`config.mk`:
```
export PLATFORM = sky130hd
export DESIGN_NAME = seg7_count_ctrl
export DESIGN_NICKNAME = d
export VERILOG_FILES = /design/src/rtl/seg7_count_ctrl.sv
export SDC_FILE = /design/constraint.sdc
export NUM_CORES = 1
export LEC_CHECK = 0
export CORE_MARGIN = 2
export CORE_UTILIZATION = 47
export CTS_CLUSTER_DIAMETER = 100
export DETAILED_ROUTE_END_ITERATION = 10
export RECOVER_POWER = 50
export SLEW_MARGIN = 0
export SYNTH_ARGS = -nofsm -noshare
export SYNTH_HDL_FRONTEND = slang
export SYNTH_SLANG_ARGS = --single-unit
```
`constraint.sdc`:
```
create_clock -name i_clk -period 3.05 [get_ports i_clk]
set_input_delay 0.7625 -clock i_clk [delete_from_list [all_inputs] [get_ports i_clk]]
set_output_delay 0.7625 -clock i_clk [all_outputs]
set_load 0.02 [all_outputs]
```
`src/rtl/seg7_count_ctrl.sv`:
```
`default_nettype none
// ============================================================================
// seg7_count_ctrl : debounced run/clear/step control of a wrapping 4-bit
// counter with a registered a-g segment bus.
// Option macro: SEG7_COMMON_ANODE_EN (active-low segments). Revision: 1.0
// ============================================================================
module seg7_count_ctrl #(
  parameter int unsigned CLK_HZ          = 27000000,
  parameter int unsigned TICK_HZ         = 1,
  parameter int unsigned DEBOUNCE_CYCLES = 270000,
  parameter int unsigned MAX_COUNT       = 9
) (
  input  logic       i_clk,
  input  logic       i_rst_n,
  input  logic       i_btn_run,
  input  logic       i_btn_clr,
  input  logic       i_btn_step,
  input  logic       i_dir,
  output logic [3:0] o_counter,
  output logic [6:0] o_seg,
  output logic       o_tick,
  output logic       o_running
);

  localparam int unsigned c_DIV = CLK_HZ / TICK_HZ;
  localparam int unsigned c_PW  = $clog2(c_DIV);
  localparam int unsigned c_DBW = $clog2(DEBOUNCE_CYCLES + 1);

  localparam logic [c_PW-1:0]  c_PRESC_LAST = c_PW'(c_DIV - 1);
  localparam logic [c_DBW-1:0] c_DB_LAST    = c_DBW'(DEBOUNCE_CYCLES - 1);
  localparam logic [3:0]       c_MAX        = 4'(MAX_COUNT);

  localparam logic [0:0] c_S_RUN   = 1'b0;
  localparam logic [0:0] c_S_PAUSE = 1'b1;

`ifdef SEG7_COMMON_ANODE_EN
  localparam logic [6:0] c_SEG_RST = 7'b0000001;
`else
  localparam logic [6:0] c_SEG_RST = 7'b1111110;
`endif

  logic [2:0] w_raw;
  logic [2:0] w_ev;
  logic       w_ev_run;
  logic       w_ev_clr;
  logic       w_ev_step;

  assign w_raw     = {i_btn_step, i_btn_clr, i_btn_run};
  assign w_ev_run  = w_ev[0];
  assign w_ev_clr  = w_ev[1];
  assign w_ev_step = w_ev[2];

  // Per button: 2-flop sync, debounce to an accepted level, rising-edge event.
  for (genvar gi = 0; gi < 3; gi++) begin : g_btn
    logic             sync1_q;
    logic             sync2_q;
    logic             level_q;
    logic             level_d;
    logic             level_dly_q;
    logic             ev_q;
    logic [c_DBW-1:0] db_cnt_q;
    logic [c_DBW-1:0] db_cnt_d;

    always_comb begin
      level_d  = level_q;
      db_cnt_d = '0;
      if (sync2_q != level_q) begin
        if (db_cnt_q == c_DB_LAST) begin
          level_d = sync2_q;
        end else begin
          db_cnt_d = db_cnt_q + c_DBW'(1);
        end
      end
    end

    always_ff @(posedge i_clk or negedge i_rst_n) begin
      if (!i_rst_n) begin
        sync1_q     <= 1'b0;
        sync2_q     <= 1'b0;
        level_q     <= 1'b0;
        level_dly_q <= 1'b0;
        ev_q        <= 1'b0;
        db_cnt_q    <= '0;
      end else begin
        sync1_q     <= w_raw[gi];
        sync2_q     <= sync1_q;
        level_q     <= level_d;
        level_dly_q <= level_q;
        ev_q        <= level_q & ~level_dly_q;
        db_cnt_q    <= db_cnt_d;
      end
    end

    assign w_ev[gi] = ev_q;
  end

  logic [0:0] state_q;
  logic [0:0] state_d;

  always_ff @(posedge i_clk or negedge i_rst_n) begin
    if (!i_rst_n) begin
      state_q <= c_S_RUN;
    end else begin
      state_q <= state_d;
    end
  end

  always_comb begin
    state_d = state_q;
    if (w_ev_run) begin
      state_d = (state_q == c_S_RUN) ? c_S_PAUSE : c_S_RUN;
    end
  end

  always_comb begin
    o_running = (state_q == c_S_RUN);
  end

  logic [c_PW-1:0] presc_q;
  logic [c_PW-1:0] presc_d;
  logic            w_presc_last;
  logic            w_advance;

  assign w_presc_last = (presc_q == c_PRESC_LAST);

  // Zeroing on entry to RUN makes the first advance land a full period later.
  always_comb begin
    presc_d = presc_q + c_PW'(1);
    if (w_ev_clr || (state_q != c_S_RUN) || (state_d != c_S_RUN) || w_presc_last) begin
      presc_d = '0;
    end
  end

  always_comb begin
    w_advance = (state_q == c_S_RUN) ? w_presc_last : (w_ev_step & ~w_ev_run);
  end

  logic [3:0] counter_q;
  logic [3:0] counter_d;
  logic       tick_q;
  logic       tick_d;
  logic [6:0] seg_q;
  logic [6:0] seg_d;

  always_comb begin
    counter_d = counter_q;
    tick_d    = 1'b0;
    if (w_ev_clr) begin
      counter_d = 4'd0;
    end else if (w_advance) begin
      tick_d = 1'b1;
      if (i_dir) begin
        counter_d = (counter_q == 4'd0) ? c_MAX : counter_q - 4'd1;
      end else begin
        counter_d = (counter_q >= c_MAX) ? 4'd0 : counter_q + 4'd1;
      end
    end
  end

  function automatic logic [6:0] f_glyph(input logic [3:0] v);
    logic [6:0] g;
    case (v)
      4'h0:    g = 7'b1111110;
      4'h1:    g = 7'b0110000;
      4'h2:    g = 7'b1101101;
      4'h3:    g = 7'b1111001;
      4'h4:    g = 7'b0110011;
      4'h5:    g = 7'b1011011;
      4'h6:    g = 7'b1011111;
      4'h7:    g = 7'b1110000;
      4'h8:    g = 7'b1111111;
      4'h9:    g = 7'b1111011;
      4'hA:    g = 7'b1110111;
      4'hB:    g = 7'b0011111;
      4'hC:    g = 7'b1001110;
      4'hD:    g = 7'b0111101;
      4'hE:    g = 7'b1001111;
      default: g = 7'b1000111;
    endcase
    return g;
  endfunction

  always_comb begin
`ifdef SEG7_COMMON_ANODE_EN
    seg_d = ~f_glyph(counter_q);
`else
    seg_d = f_glyph(counter_q);
`endif
  end

  always_ff @(posedge i_clk or negedge i_rst_n) begin
    if (!i_rst_n) begin
      presc_q   <= '0;
      counter_q <= 4'd0;
      tick_q    <= 1'b0;
      seg_q     <= c_SEG_RST;
    end else begin
      presc_q   <= presc_d;
      counter_q <= counter_d;
      tick_q    <= tick_d;
      seg_q     <= seg_d;
    end
  end

  assign o_counter = counter_q;
  assign o_tick    = tick_q;
  assign o_seg     = seg_q;

endmodule
`default_nettype wire

```
# After elaboration in Yosys (flattened, before gate mapping)
# Memories as Yosys holds them, arrays and structs flattened. A register that Yosys moved wholly into a read port is not among the register bits.
# Cells that the tools add are included.
[classes]
add_sub_neg = 6
n_lt_le_gt_ge = 1
n_eq_ne = 7
muxes = 17
n_bitwise = 9
reduce_logical = 9
[ops]
columns = ["cell", "count"]
rows = [
  ["$mux W19", 6],
  ["$add A19 B1 Y19 const B", 3],
  ["$eq A19 B19 Y1 const B", 3],
  ["$add A25 B1 Y25 const B", 1],
  ["$eq A25 B25 Y1 const B", 1],
  ["$mux W25", 1],
  ["$mux W4", 5],
  ["$reduce_and A2 Y1", 3],
  ["$mux W1", 5],
  ["$not A1 Y1", 5],
  ["$add A4 B1 Y4 const B", 1],
  ["$and A1 B1 Y1", 4],
  ["$ge A4 B4 Y1 const B", 1],
  ["$logic_not A4 Y1", 1],
  ["$sub A4 B1 Y4 const B", 1],
  ["$logic_or A1 B1 Y1", 3],
  ["$ne A1 B1 Y1", 3],
  ["$reduce_bool A2 Y1", 1],
  ["$logic_not A1 Y1", 1],
]
[totals]
regBits = 103
romBits = 112
wordCells = 72
memories = 1
[memory_table]
columns = ["memory", "depth", "width", "read_ports", "rd_ports_with_merged_regs", "wr", "line_no", "rtl"]
rows = [
  ["(name not given)", 16, 7, 1, 1, 0, "162", "case (v)"],
]

# Longest topological paths before layout
[logic_depth]
depth_word = 5
ltp_mapped = 8

# Least setup slack after synthesis
# No wires, ideal clock.
[synth_timing]
path_kind = "reg2reg"
start = "reg presc_q[22]"
end = "reg presc_q[18]"
setup_ns = 0.119
t_arrival_ns = 1.759
slack_ns = 1.172
stages_incl_launch_ff = 7
n_path_buf = 1
cell_sequence = "dfrtp_1 -> or4b_4 -> nor4_4 -> nand2_1 -> o21ai_4 -> buf_6 -> nor2_1"
[synth_between]
elab_chain_cells = 3
[synth_rtl]
columns = ["item", "line_no", "rtl"]
rows = [
  ["start, declared", "119", "logic [c_PW-1:0] presc_q;"],
  ["start signal, assigned", "198", "presc_q <= presc_d;"],
  ["$eq A25 B25 Y1", "124", "assign w_presc_last = (presc_q == c_PRESC_LAST);"],
  ["$logic_or A1 B1 Y1", "129", "if (w_ev_clr || (state_q != c_S_RUN) || (state_d != c_S_RUN) || w_presc_last) begin"],
  ["$mux W25", "129", ""],
  ["via presc_d[18]", "120", "logic [c_PW-1:0] presc_d;"],
]
# The timed path passes the listed nets, and every way through them passes these cells.
# A chain may end at the register's enable or synchronous reset.

# Worst setup path in the final report
[layout_timing]
start = "reg counter_q[3], in the netlist o_counter[3]"
end = "out o_counter[3]"
[layout_lines]
columns = ["item", "line_no", "rtl"]
rows = [
  ["start, declared", "138", "logic [3:0] counter_q;"],
  ["start signal, assigned", "199", "counter_q <= counter_d;"],
  ["end, declared", "19", "output logic [3:0] o_counter,"],
]
# No word-level cell between the ends.

==> results.ini <==
[synth]
synth_area_leader_cell=dfrtp_1
ys_warn_count=0
synth_edf_count=0
synth_area_mm2=0.00524
syn_nets=530
yosysTopAreaCellShare=0.496
synth.distinct_cells=49
yosys_most_used_dff=dfrtp_1
ys_ff_latch=110
synth_seq_area_share=0.526
postSynthAreaPerCell_um2=10.2
async_flop_share=1.00
postSynthCellCount=513
synthTopCellsByArea=dfrtp_1 (50%), xor2_1 (7.9%), nor2_1 (7.8%)

[clocking]
cts_buffer_depth=2
clkTransAtPathRegs_ns=0.09
cts_tree=yes
htree_levels=3
cts_root_buf=clkbuf_8
cts.repair.resized=0
insertion_delay_ns=0.37
cts_setup_buffers=0
cts.sinks=110
cts_hold_buf=0
numCtsBuffers=9

[detailed_routing]
drc=0
wire_per_inst_um=13.1
via_per_inst=5.18
dr.pass1.iters=4
ant_nets=0
drt_iter0_drc=209
num_vias=3484
wirelength_um=8790

[place]
port_buffers=18
pre_cts_ws_ns=0.813
gp_congestion=0.815
dp_cells=658
place_hpwl_um=5810

[worst_setup_path]
worst-path-max-fanout=18
setup.worst_path.end=o_counter[3]
r2r_slack_ns=0.80
worst-path-stages=1
max_stage_delay_ns=0.70
path_cells=clkdlybuf4s50_1
crit_buf_inv=1
critPathTopFamily=buffers and inverters
critPathLaunchType=register
r2r_end=presc_q[6]
startpoint=o_counter[3]
criticalPathCategory=reg2out
crit_path_end_kind=output port
cp.arrival_ns=1.75
worst-r2r-cell-count=5
required_ns=2.29
r2r-start=presc_q[22]
cp_slowest_cell=clkdlybuf4s50_1

[grt]
antenna_found_initial=0
track_usage=0.168
gr-total-overflow=0
grt_start_max_net_pins=80
grt_pass1_wl_um=15900
grt_pass1_vias=3432

[finish]
area_growth_pct=9.33
layout_commonest_cell=nor2_1
drive_above_1_share=0.0695
layout_common_cells=nor2_1 (109), dfrtp_1 (104), xor2_1 (47)
fin_nets=546
nFillCells=991
n_antenna_cell=0
fin_cells=672

[timing]
fin_skew_ns=0.00809
finalCritPeriodShare=0.825
drv_slew=32
tightest_slew_ns=1.76
setup_viol=0
setup_tns_ns=0
hold_viol_final=0
maxSlewHeadroom=-0.172
finalCriticalPeriod_ns=2.52
rsz0062_at_grt=no
fin_ws_ns=0.533
timing.fmax_mhz=397

[power]
combPwrFrac=0.039
leakagePower_nw=2.50
intPower_mw=1.96
ir_worst_vdd_v=0.000370
power-per-cell-area_mw_per_mm2=436
sw_frac_of_total=0.215
seqPwrFrac=0.596
p_sw_mw=0.538
pwr-share-clk=0.365
finalPower_mw=2.50

[floorplanning]
io-pin-count=19
die_x_um=110
start_util=0.484
core_area_mm2=0.0108
die-area_mm2=0.0120
num_rows=38
die_y_um=110

[status]
status=finished, violations left
violations=max-capacitance violations, max-slew violations

[run]
cap_violations=1

[min_path]
hold_path.class=reg2reg

==> routing by layer <==
metal  GRT usage  share of wire  vias up
met2       0.274           0.47       44
met5           0              0        -
li1            -              -     1755
met4      0.0597          0.015        0
met1       0.217           0.49     1675
met3      0.0427          0.033       10
==> cell type report <==
class,instances,area (µm²),share of cell area
Clock inverter,4,73.8,0.0129
Multi-Input combinational cell,371,2330,0.407
Timing Repair Buffer,19,194,0.0338
Tap cell,140,175,0.0306
Clock buffer,10,128,0.0223
Inverter,18,67.6,0.0118
Sequential cell,110,2760,0.482
==> power by group through the flow <==
stage	sequential [mW]	combinational (mW)	clock [mW]
floorplan	1.52	0.0427	0
global placement	1.52	0.102	0
detailed placement	1.52	0.103	0
CTS	1.49	0.103	0.957
global route	1.49	0.115	1.02
finish	1.49	0.0978	0.912
==> per-stage QoR <==
stage,utilization,instance area [µm²],hold WS [ns]
after floorplan,-,5240,0.331
after global placement,0.511,5530,0.337
after detailed placement,0.511,5530,0.337
after CTS,0.529,5740,0.315
after global routing,0.529,5730,0.368
final,0.529,5730,0.355
==> state kept, by name, indices dropped and copies added, names as in the netlist <==
| signal | count |
|---|---|
| o_counter | 4 |
| o_seg | 7 |
| g_btn.db_cnt_q | 57 |
| presc_q | 25 |
| g_btn.level_dly_q | 3 |
| state_q | 1 |
| g_btn.sync2_q | 3 |
| g_btn.level_q | 3 |
| o_tick | 1 |
| g_btn.sync1_q | 3 |
| g_btn.ev_q | 3 |
==> Yosys cell counts (all sizes together) (5+ instances only) <==
master    n
nand3    28
nor4      8
buf       8
ha       11
dfrtp   104
nand4    22
and4      8
o21ai     9
and3      9
a21oi     7
dfstp     6
nand2    27
nor3     14
xor2     47
nor2    110
xnor2    32
inv      18
nand2b    5
clkbuf    6
==> cell families after synthesis <==
group           after synthesis  synth area share
simple gates                247             0.238
xor+xnor                     79             0.132
compound gates               29            0.0382
buf+inv                      32            0.0284
flops                       110             0.526
fa+ha+maj                    11            0.0263
mux                           5            0.0103
==> worst min path at each step <==
stage                            end  slack (ns)              from  cells past startpoint
finish              g_btn[0].sync2_q        0.35  g_btn[0].sync1_q                      0
global route        g_btn[2].sync2_q        0.37  g_btn[2].sync1_q                      0
CTS                         o_seg[0]        0.31           i_rst_n                      1
detailed placement  g_btn[0].sync2_q        0.34  g_btn[0].sync1_q                      0
global placement    g_btn[2].sync2_q        0.34  g_btn[2].sync1_q                      0
floorplan           g_btn[0].sync2_q        0.33  g_btn[0].sync1_q                      0
Note: power is estimated with default switching activity, not from simulation.
